$ cat config.mk
export PLATFORM = sky130hd
export DESIGN_NAME = tray_plant
export DESIGN_NICKNAME = d
export VERILOG_FILES = /design/src/rtl/tray_pkg.sv /design/src/rtl/tray_sat_add.sv /design/src/rtl/tray_plant.sv
export SDC_FILE = /design/constraint.sdc
export NUM_CORES = 1
export LEC_CHECK = 0
export ABC_AREA = 0
export CAP_MARGIN = 20
export CORE_UTILIZATION = 40
export CTS_CLUSTER_DIAMETER = 150
export DETAILED_ROUTE_END_ITERATION = 8
export MAX_ROUTING_LAYER = met4
export PLACE_DENSITY = 0.57
export SYNTH_ARGS = -nofsm -noshare
export SYNTH_HDL_FRONTEND = slang
export SYNTH_SLANG_ARGS = --single-unit
$ cat constraint.sdc
create_clock -name clk -period 3.5 [get_ports clk]
set_input_delay 0.35 -clock clk [delete_from_list [all_inputs] [get_ports clk]]
set_output_delay 0.35 -clock clk [all_outputs]
set_load 0.02 [all_outputs]
$ cat src/rtl/tray_pkg.sv
// Shared constants for the tray plant model: motion-state encoding and default widths.
package tray_pkg;

    localparam int CUR_W_DEF      = 4;
    localparam int ACC_W_DEF      = 8;
    localparam int VEL_W_DEF      = 16;
    localparam int H_W_DEF        = 32;
    localparam int MASS_SHIFT_DEF = 0;
    localparam int GRAV_DEF       = 10;
    localparam int DAMP_SHIFT_DEF = 4;

    typedef enum logic [2:0] {
        FLOOR = 3'd0,
        RISE  = 3'd1,
        FALL  = 3'd2,
        HOVER = 3'd3,
        CEIL  = 3'd4
    } tray_state_e;

endpackage

$ cat src/rtl/tray_sat_add.sv
// Signed add with optional arithmetic right shift of the sum, saturated to OUT_W bits.
module tray_sat_add #(
    parameter int IN_W  = 16,
    parameter int OUT_W = 16,
    parameter int SHIFT = 0
) (
    input  logic signed [IN_W-1:0]  a,
    input  logic signed [IN_W-1:0]  b,
    output logic signed [OUT_W-1:0] y
);

    // Work width holds the full sum and is never narrower than the output.
    localparam int X_W = (IN_W + 1 > OUT_W) ? IN_W + 1 : OUT_W;

    localparam logic signed [X_W-1:0] MAX_V = {{(X_W - OUT_W + 1){1'b0}}, {(OUT_W - 1){1'b1}}};
    localparam logic signed [X_W-1:0] MIN_V = ~MAX_V;

    logic signed [X_W-1:0] sum;
    logic signed [X_W-1:0] shd;

    assign sum = X_W'(a) + X_W'(b);
    assign shd = sum >>> SHIFT;

    always_comb begin
        y = shd[OUT_W-1:0];
        if (shd > MAX_V)
            y = MAX_V[OUT_W-1:0];
        else if (shd < MIN_V)
            y = MIN_V[OUT_W-1:0];
    end

endmodule

$ cat src/rtl/tray_plant.sv
// Discrete-time tray lift plant: force -> accel -> velocity -> height, one stage per step.
// Optional velocity damping is enabled by defining TRAY_DAMPING_EN.
module tray_plant
    import tray_pkg::*;
#(
    parameter int             CUR_W      = CUR_W_DEF,
    parameter int             ACC_W      = ACC_W_DEF,
    parameter int             VEL_W      = VEL_W_DEF,
    parameter int             H_W        = H_W_DEF,
    parameter int             MASS_SHIFT = MASS_SHIFT_DEF,
    parameter int             GRAV       = GRAV_DEF,
    parameter logic [H_W-1:0] H_MAX      = {H_W{1'b1}},
    parameter int             DAMP_SHIFT = DAMP_SHIFT_DEF
) (
    input  logic                    clk,
    input  logic                    rst,
    input  logic                    step,
    input  logic [CUR_W-1:0]        icou,
    output logic [H_W-1:0]          tray_height,
    output logic signed [VEL_W-1:0] tray_vel,
    output logic signed [ACC_W-1:0] tray_acc,
    output logic                    at_floor,
    output logic                    at_ceil,
    output logic [2:0]              state
);

    localparam int FG    = GRAV << MASS_SHIFT;
    localparam int FG_BW = $clog2(FG + 1);
    localparam int F_W   = ((CUR_W > FG_BW) ? CUR_W : FG_BW) + 1;
    localparam int V_IN  = (VEL_W > ACC_W) ? VEL_W : ACC_W;
    localparam int HS_W  = ((H_W > VEL_W) ? H_W : VEL_W) + 2;

    localparam logic signed [F_W-1:0] FG_S   = F_W'(FG);
    localparam logic signed [F_W-1:0] NEG_FG = -FG_S;

    logic [CUR_W-1:0]        fm;
    logic signed [ACC_W-1:0] at;
    logic signed [VEL_W-1:0] vt;
    logic [H_W-1:0]          ht;

    // Acceleration from the registered force
    logic signed [F_W-1:0]   fm_s;
    logic signed [ACC_W-1:0] at_raw;
    logic signed [ACC_W-1:0] at_nxt;

    assign fm_s = F_W'({1'b0, fm});

    tray_sat_add #(.IN_W(F_W), .OUT_W(ACC_W), .SHIFT(MASS_SHIFT)) u_acc (
        .a (fm_s),
        .b (NEG_FG),
        .y (at_raw)
    );

    // A tray resting on a stop cannot be pushed further into it.
    always_comb begin
        at_nxt = at_raw;
        if ((at_floor && fm_s < FG_S) || (at_ceil && fm_s > FG_S))
            at_nxt = '0;
    end

    // Velocity
    logic signed [VEL_W-1:0] vt_base;
    logic signed [V_IN-1:0]  va;
    logic signed [V_IN-1:0]  vb;
    logic signed [VEL_W-1:0] vt_nxt;

`ifdef TRAY_DAMPING_EN
    // V - V/2^k shrinks magnitude, so only the acceleration add can overflow.
    assign vt_base = vt - (vt >>> DAMP_SHIFT);
`else
    assign vt_base = vt;
`endif

    assign va = V_IN'(vt_base);
    assign vb = V_IN'(at);

    tray_sat_add #(.IN_W(V_IN), .OUT_W(VEL_W), .SHIFT(0)) u_vel (
        .a (va),
        .b (vb),
        .y (vt_nxt)
    );

    // Height with clamp to [0, H_MAX]
    logic signed [HS_W-1:0] hs;
    logic signed [HS_W-1:0] hmax_s;
    logic [H_W-1:0]         ht_nxt;
    logic                   h_clamp;

    assign hmax_s = {{(HS_W - H_W){1'b0}}, H_MAX};
    assign hs     = HS_W'($signed({1'b0, ht})) + HS_W'(vt);

    always_comb begin
        ht_nxt  = hs[H_W-1:0];
        h_clamp = 1'b0;
        if (hs < 0) begin
            ht_nxt  = '0;
            h_clamp = 1'b1;
        end else if (hs > hmax_s) begin
            ht_nxt  = H_MAX;
            h_clamp = 1'b1;
        end
    end

    always_ff @(posedge clk or posedge rst) begin
        if (rst) begin
            fm <= '0;
            at <= '0;
            vt <= '0;
            ht <= '0;
        end else if (step) begin
            fm <= icou;
            at <= at_nxt;
            vt <= h_clamp ? '0 : vt_nxt;
            ht <= ht_nxt;
        end
    end

    // Motion state decoded from the registered height and velocity; stops win.
    tray_state_e st;

    always_comb begin
        st = HOVER;
        if (at_floor && (vt <= 0))
            st = FLOOR;
        else if (at_ceil && (vt >= 0))
            st = CEIL;
        else if (vt > 0)
            st = RISE;
        else if (vt < 0)
            st = FALL;
    end

    assign at_floor    = (ht == '0);
    assign at_ceil     = (ht == H_MAX);
    assign state       = st;
    assign tray_height = ht;
    assign tray_vel    = vt;
    assign tray_acc    = at;

endmodule
==> impl_results.md, run 1 <==
* Design area at 6310 um2
* Largest net degree at the start of global routing at 40
* # fillers at 1185
* Top-level I/O count at 68
* Area delta synth->final at 23.9%
* WL final at 14400 um
* Main area contributors after synthesis: dfrtp_1, ha_1, a21oi_1
* Post-synth top area share at 28.5%
* RSZ-0062 raised after global routing: false
* Die span in y at 115 um
* Slew Limit Fails at 0
* Post-synth top flop: dfrtp_1
* Via count at 4632
* Post-synth cell types at 68
* Worst path slowest cell: dfrtp_1
* PwrDens at 1110 nW/um2
* Chip width at 115 um
* Status: complete, no violations
* Worst IR drop on VDD at 470 uV
* Post-cts sizing count at 0
* Relative slew slack at 52.6%
* Ys async rst share at 100%
* Cell with the most instances after synthesis: dfrtp_1
* M1 WL at 7020 um
* Worst stage delay on the critical path at 0.44 ns
* # nets final at 699
* Reg2reg end: tray_vel[8]
* Met2 wire len at 6860 um
* Final GP Congestion at 0.929
* Most frequent CP cell: a21oi_1
* Post-synthesis register bit count at 58
* Number of global-route vias before repair at 4419
* Clk_lat worst skew at 0.33 ns
* Wire length per cell at 17.8 um
* Initial antenna violation count at 0
* Max-cap violations at 0
* Share of cells above drive strength 1 at 10.2%
* # diodes at 0
* CTS H-tree depth at 3
* Die Area at 13200 um2
* CP startpoint kind: flip-flop
* Min Tclk post-route at 3.23 ns
* RR Startpoint: tray_vel[0]
* Post-synth EDFFs at 0
* Leakage at 2.82 nW
* Synth top cells by count: dfrtp_1, ha_1, a21oi_1
* Metal3 WL at 424 um
* Site row count at 40
* Hold Vio Cnt, Final at 0
* Grt ovf at 0
* DR iter-0 viols at 264
* Final ANT Viol Nets at 0
* Drt first pass iters at 5
* Worst-case reg-to-reg path depth at 12
* Critical path cell sequence: ha_1 > inv_1 > fa_1 > nand2b_1 > a21oi_1 > o41ai_1 > o21ai_1 > nand4_1 > a41o_2 > a21oi_1 > nand2_4 > o2bb2ai_2
* Clk_skew at 0.00803 ns
* Worst-path clk slew at 0.05 ns
* TritonCTS buffer count at 9
* Measured slew at the worst slew-check pin at 0.710 ns
* CTS tree: yes
* Tot GR Track Use at 23.9%
* First-pass GRT wire length at 23500 um
* Tot Pwr at 7.03 mW
* Setup TNS at 0 ns
* CP arrival at 3.48 ns
* Mapped cell area at 5090 um2
* R2R setup slack at 0.27 ns
* WP data required at 3.75 ns
* Syn_area_per_cell at 9.02 um2
* DR DRC count at 0
* F_max at 310 MHz
* Post-DP Area at 5990 um2
* Hold_buf cts at 0
* Number of vias per cell at 5.70
* Initial Util at 41.7%
* Bufs on Longest Clock Path at 2
* Number of clock sinks at 58
* CP max FO at 15
* Largest area contributor in the netlist: dfrtp_1
* Setup Crit Path Kind: reg -> reg
* Crit end category: flip-flop
* Seq/Total Area, Yosys at 28.5%
* Count of final setup violators at 0
* Post-DP HPWL at 10800 um
* Port bufs at 67
* Post-CTS Setup Bufs at 0
* Synth Instances at 565
* CTS root buffer: clkbuf_16
* Period utilisation layout at 92.2%
* Post-synth net total at 625
* Worst hold path type: in -> async
* Core Area at 12200 um2
* Synth Warn # at 0
* Max layer used: met4
[worst max-delay path by stage]
stage | from | endpoint | slack, ns | cells after the start
detailed placement | tray_vel[0] | tray_vel[11] | 0.22 | 12
CTS | tray_vel[0] | tray_vel[11] | 0.20 | 12
global placement | tray_vel[0] | tray_vel[14] | 0.30 | 12
floorplan | tray_vel[0] | tray_vel[9] | 0.42 | 13
finish | tray_vel[0] | tray_vel[8] | 0.27 | 12
global route | tray_height[0] | tray_vel[11] | 0.05 | 12
[stage by stage]
stage / utilization (%) / hold WS (ns) / worst slack, ns / instances
5_1_grt: 51.7 / 0.381 / 0.0524 / 812
4_1_cts: 51.6 / 0.358 / 0.201 / 812
3_3_place_gp: 49.0 / 0.495 / 0.296 / 796
3_5_place_dp: 49.0 / 0.479 / 0.221 / 796
6_report: 51.7 / 0.342 / 0.274 / 812
2_1_floorplan: - / 0.440 / 0.415 / 565
[metal layers]
layer / GRT usage (%) / vias up
li1: - / 2272
met1: 31.4 / 2255
met2: 38.1 / 97
met3: 3.80 / 8
met4: 6.93 / 0
met5: - / -
[cells by family after synthesis]
kind of cell	Yosys count	share of synthesized area, %
compound gates	205	30.5
simple gates	148	14.7
buf+inv	59	5.57
flops	58	28.5
fa+ha+maj	53	13.3
xor+xnor	39	6.85
mux	3	0.614
[state kept, by name, indices dropped and copies added (netlist names)]
register	flops
fm	4
tray_acc	6
tray_height	32
tray_vel	16
[cells in the final DEF, fill, tap and decap left out, types with 4 or more instances in the layout]
| cell | instances |
|---|---|
| a211oi_1 | 7 |
| a21o_1 | 19 |
| a21oi_1 | 48 |
| a31oi_1 | 6 |
| and3_1 | 5 |
| and4_1 | 4 |
| buf_4 | 19 |
| clkbuf_16 | 9 |
| clkdlybuf4s50_1 | 67 |
| dfrtp_1 | 58 |
| ha_1 | 51 |
| inv_1 | 34 |
| nand2_1 | 29 |
| nand2b_1 | 9 |
| nand3_1 | 8 |
| nand4_1 | 14 |
| nor2_1 | 44 |
| nor2b_1 | 5 |
| nor3_1 | 5 |
| nor4_1 | 14 |
| o21a_1 | 5 |
| o21ai_0 | 34 |
| o21bai_1 | 7 |
| o221ai_1 | 14 |
| o2bb2ai_1 | 24 |
| o2bb2ai_2 | 8 |
| xnor2_1 | 25 |
| xor2_1 | 13 |
[report_power, final]
part           leakage, nW  internal [mW]  total (mW)  switching, mW
registers            0.725          0.948        1.39          0.437
clock network        0.156          0.640       0.958          0.319
logic                 1.94           2.11        4.68           2.58
total                 2.82           3.69        7.03           3.33
[area by class of cell]
| cell class | count | area, um2 | share of cell area (%) |
|---|---|---|---|
| inverter | 35 | 131 | 2.08 |
| multi-input combinational | 448 | 3360 | 53.3 |
| tap | 168 | 210 | 3.33 |
| timing repair buffer | 87 | 833 | 13.2 |
| sequential | 58 | 1450 | 23.0 |
| clock buffer | 11 | 243 | 3.85 |
| clock inverter | 5 | 77.6 | 1.23 |
[critical path: cells and delay by family (launching register included)]
kind,cells,cell delay (ns)
flops,1,0.44
simple gates,3,0.56
buf+inv,1,0.07
compound gates,6,1.47
fa+ha+maj,2,0.61
Power figures use the tool's default switching activity.
==> inputs of run 2 (changes only) <==
Settings changed: CTS_BUF_LIST set to sky130_fd_sc_hd__clkbuf_8.
==> run 2 against run 1 <==
Clock power shrank 26%. Largest cell class unchanged. First-iteration DRC count grew 9.8%. Largest power group unchanged. Critical endpoint is now tray_vel[11]. Sequential power is essentially flat. Highest routed layer unchanged. Total power shrank 3.6%. Combinational power is essentially flat. Non-clock buffer count is the same. Register-to-register slack is essentially flat. Die area is the same. Clock skew grew 0.0053 ns. Critical path depth is the same. Global-route usage shrank 0.15 points. Routed wire length shrank 0.21%.
==> impl_results.md, run 2 (synthesis results as in run 1) <==
* Fin util at 50.9%
* Share of cells above drive strength 1 at 10.2%
* Number of clock sinks at 58
* Design area at 6210 um2
* Initial antenna violation count at 0
* Slew Limit Fails at 0
* Relative slew slack at 52.6%
* Worst IR drop on VDD at 470 uV
* Most frequent cells in the layout: clkdlybuf4s50_1, dfrtp_1, ha_1
* Tot Pwr at 6.77 mW
* Hold Vio Cnt, Final at 0
* Die Area at 13200 um2
* DR iter-0 viols at 290
* Tot GR Track Use at 23.8%
* Grt ovf at 0
* WL final at 14400 um
* Chip width at 115 um
* Bufs on Longest Clock Path at 2
* Final GP Congestion at 0.929
* Die span in y at 115 um
* Commonest non-fill, non-tap cell in the layout: clkdlybuf4s50_1
* Post-CTS Setup Bufs at 0
* CTS root buffer: clkbuf_8
* Wire length per cell at 17.7 um
* CP max FO at 15
* Worst-path clk slew at 0.07 ns
* CTS H-tree depth at 3
* Number of vias per cell at 5.70
* Final ANT Viol Nets at 0
* Initial Util at 41.7%
* Number of global-route vias before repair at 4403
* RSZ-0062 raised after global routing: false
* # fillers at 1195
* Clk_skew at 0.0133 ns
* Site row count at 40
* CP startpoint kind: flip-flop
* Core Area at 12200 um2
* Leakage at 2.78 nW
* Count of final setup violators at 0
* PwrDens at 1090 nW/um2
* F_max at 309 MHz
* Max-cap violations at 0
* Status: complete, no violations
* Top-level I/O count at 68
* WP data required at 3.77 ns
* Post-DP HPWL at 10800 um
* DR DRC count at 0
* CP arrival at 3.50 ns
* Clk_lat worst skew at 0.35 ns
* Min Tclk post-route at 3.24 ns
* Setup TNS at 0 ns
* Via count at 4625
* Area delta synth->final at 21.9%
* Period utilisation layout at 92.4%
* Post-DP Area at 5990 um2
* Port bufs at 67
* Setup Crit Path Kind: reg -> reg
* TritonCTS buffer count at 9
* Max reg flops at 32
* # nets final at 699
* Largest net degree at the start of global routing at 40
* Worst hold path type: in -> async
* Crit end category: flip-flop
* CTS tree: yes
* First-pass GRT wire length at 23400 um
* Measured slew at the worst slew-check pin at 0.710 ns
* Drt first pass iters at 5
* # diodes at 0
run 2: power breakdown:
group	internal, mW	switching [mW]	total (mW)
Sequential	0.947	0.439	1.39
Clock	0.415	0.292	0.707
Combinational	2.11	2.58	4.68
Total	3.47	3.31	6.77
run 2: worst paths after layout:
path                            cells past startpoint         from              to  slack, ns
worst max-delay path                               12  tray_vel[0]    tray_vel[11]       0.26
worst min-delay path                                2          rst           fm[3]       0.32
worst max register to register                     12  tray_vel[0]    tray_vel[11]       0.26
worst min register to register                      1        fm[1]     tray_acc[1]       0.51
max in group asynchronous                           3          rst  tray_height[4]       2.27
min in group clk                                    1        fm[1]     tray_acc[1]       0.51
run 2: what timing repair did:
item | 4_1_cts | 5_1_grt
resized for setup | 0 | 1
endpoints found under the setup margin | 0 | 1
hold buffers | 0 | 0
run 2: layer usage:
layer / routed length, um / part of all wire [%] / up-vias / track usage (%)
li1: - / - / 2271 / -
met1: 7060 / 49 / 2251 / 31.4
met2: 6750 / 47 / 94 / 38.0
met3: 425 / 3.0 / 9 / 3.64
met4: 162 / 1.1 / 0 / 6.15
met5: 0 / 0 / - / -
run 2: final cells by class:
class                           count  area (um2)  share of cell area (%)
Sequential cell                    58        1450                    23.4
Timing Repair Buffer               87         833                    13.4
Clock inverter                      6        81.3                    1.31
Inverter                           35         131                    2.12
Multi-Input combinational cell    448        3360                    54.2
Clock buffer                       10         138                    2.22
Tap cell                          168         210                    3.39
run 2: through the flow:
stage	hold slack, ns	worst slack (ns)	std cells
after global placement	0.495	0.296	796
final	0.320	0.265	812
after CTS	0.331	0.197	812
after global routing	0.350	0.0454	812
after detailed placement	0.479	0.221	796
after floorplan	0.440	0.415	565
run 2: critical path, cell delays in order, from the launching register on:
cell and delay [ns]:
dfrtp_1 0.44, ha_1 0.24, inv_1 0.07, fa_1 0.37, nand2b_1 0.20, a21oi_1 0.27, o41ai_1 0.17, o21ai_1 0.31
nand4_1 0.14, a41o_2 0.29, a21oi_1 0.24, nand2_4 0.22, o2bb2ai_1 0.19
==> inputs of run 3 (changes only) <==
Settings changed: CORE_UTILIZATION 40 to 58, PLACE_DENSITY 0.57 to 0.79.
==> run 3 against run 2 <==
Clock power decreased by 24%. Sequential share of layout area increased by 0.81 points. Non-clock buffer count decreased by 8. Global-route usage increased by 9.1 points. Die area decreased by 31%. Total power decreased by 3.4%. Setup slack got worse by 0.074 ns. Final area decreased by 3.3%. Fmax decreased by 2.2%. First-iteration DRC count decreased by 2.1%. Routed wire length decreased by 5.2%. Largest cell class unchanged. Highest routed layer unchanged.
==> impl_results.md, run 3 (synthesis results as in run 1) <==
* Status: complete, no violations
* Post-DP Area at 5830 um2
* Clk_lat worst skew at 0.36 ns
* CTS H-tree depth at 3
* DR iter-0 viols at 284
* Grt ovf at 0
* Bufs on Longest Clock Path at 2
* Wire length per cell at 18.5 um
* Min Tclk post-route at 3.31 ns
* Measured slew at the worst slew-check pin at 0.812 ns
* Relative slew slack at 45.6%
* Initial antenna violation count at 0
* WP data required at 3.77 ns
* Die Area at 9160 um2
* # nets final at 691
* WL final at 13700 um
* Fin util at 72.0%
* Crit end category: flip-flop
* Most frequent cells in the layout: clkdlybuf4s50_1, dfrtp_1, ha_1
* Leakage at 2.70 nW
* Count of final setup violators at 0
* Pre-CTS WS at 0.0321 ns
* Number of clock sinks at 58
* Chip width at 95.7 um
* CTS root buffer: clkbuf_8
* R2R setup slack at 0.19 ns
* Final ANT Viol Nets at 0
* Largest net degree at the start of global routing at 31
* Period utilisation layout at 94.5%
* Drt first pass iters at 5
* Share of cells above drive strength 1 at 9.61%
* Post-CTS Setup Bufs at 0
* Worst-path clk slew at 0.07 ns
* Max reg flops at 32
* Top-level I/O count at 68
* RR Startpoint: tray_height[0]
* Design area at 6010 um2
* Via count at 4732
* Tot Pwr at 6.54 mW
* Area delta synth->final at 17.9%
* Tot GR Track Use at 32.9%
* CP max FO at 15
* RSZ-0062 raised after global routing: false
* Setup TNS at 0 ns
* Number of vias per cell at 6.39
* Final worst setup slack at 0.191 ns
* Initial Util at 61.1%
* Worst IR drop on VDD at 702 uV
* Hold slack at 0.407 ns
* First-pass GRT wire length at 22200 um
* Die span in y at 95.7 um
* CTS tree: yes
* Post-route insts no fill at 740
* Post-cts sizing count at 0
* Worst-case reg-to-reg path depth at 12
* PwrDens at 1090 nW/um2
* DR DRC count at 0
* Port bufs at 67
* F_max at 302 MHz
* CP startpoint kind: flip-flop
* Placed cells at 725
* Hold_buf cts at 0
* Max-cap violations at 0
* Clk_skew at 0.00960 ns
* Core Area at 8340 um2
* Commonest non-fill, non-tap cell in the layout: clkdlybuf4s50_1
* Post-DP HPWL at 10100 um
* CP arrival at 3.58 ns
* Final GP Congestion at 0.908
* TritonCTS buffer count at 9
* Hold Vio Cnt, Final at 0
* Worst hold path type: in -> async
* # diodes at 0
* # fillers at 676
* Number of global-route vias before repair at 4537
* Site row count at 33
* Slew Limit Fails at 0
* Reg2reg end: tray_vel[13]
* Setup Crit Path Kind: reg -> reg
-- run 3: area by class of cell --
type	count	area (um2)	share of cell area (%)
well taps	105	131	2.19
inverters	35	131	2.19
clock buffers	9	124	2.06
clock inverters	6	35.0	0.583
multi-input cells	448	3370	56.1
repair buffers	79	761	12.7
flip-flops and latches	58	1450	24.2
-- run 3: how the worst max path moves through the flow --
stage	startpoint	to
5_1_grt	tray_vel[0]	tray_vel[13]
3_5_place_dp	tray_vel[0]	tray_vel[13]
4_1_cts	tray_vel[0]	tray_vel[13]
3_3_place_gp	tray_vel[0]	tray_vel[14]
2_1_floorplan	tray_vel[0]	tray_vel[9]
6_report	tray_height[0]	tray_vel[13]
-- run 3: critical path, stage by stage, from the launching register on --
cell and delay (ns):
dfrtp_1 0.45, ha_1 0.22, inv_1 0.06, fa_1 0.38, nand2b_1 0.20, a21oi_2 0.25
o21ai_2 0.12, o211ai_4 0.24, o311ai_4 0.15, a41oi_4 0.33, mux2i_2 0.36, nand2_4 0.23
o2bb2ai_1 0.22
-- run 3: metal layers --
metal | routed length (um) | track usage, % | up-vias
met5 | 0 | - | -
met4 | 412 | 15.2 | 0
met3 | 747 | 4.90 | 29
met2 | 6450 | 53.2 | 157
met1 | 6040 | 40.7 | 2293
li1 | - | - | 2253
-- run 3: report_power, final --
part           switching (mW)  leakage [nW]  internal (mW)
clock network           0.293        0.0806          0.247
registers               0.440         0.723          0.948
logic                    2.57          1.89           2.04
total                    3.31          2.70           3.24
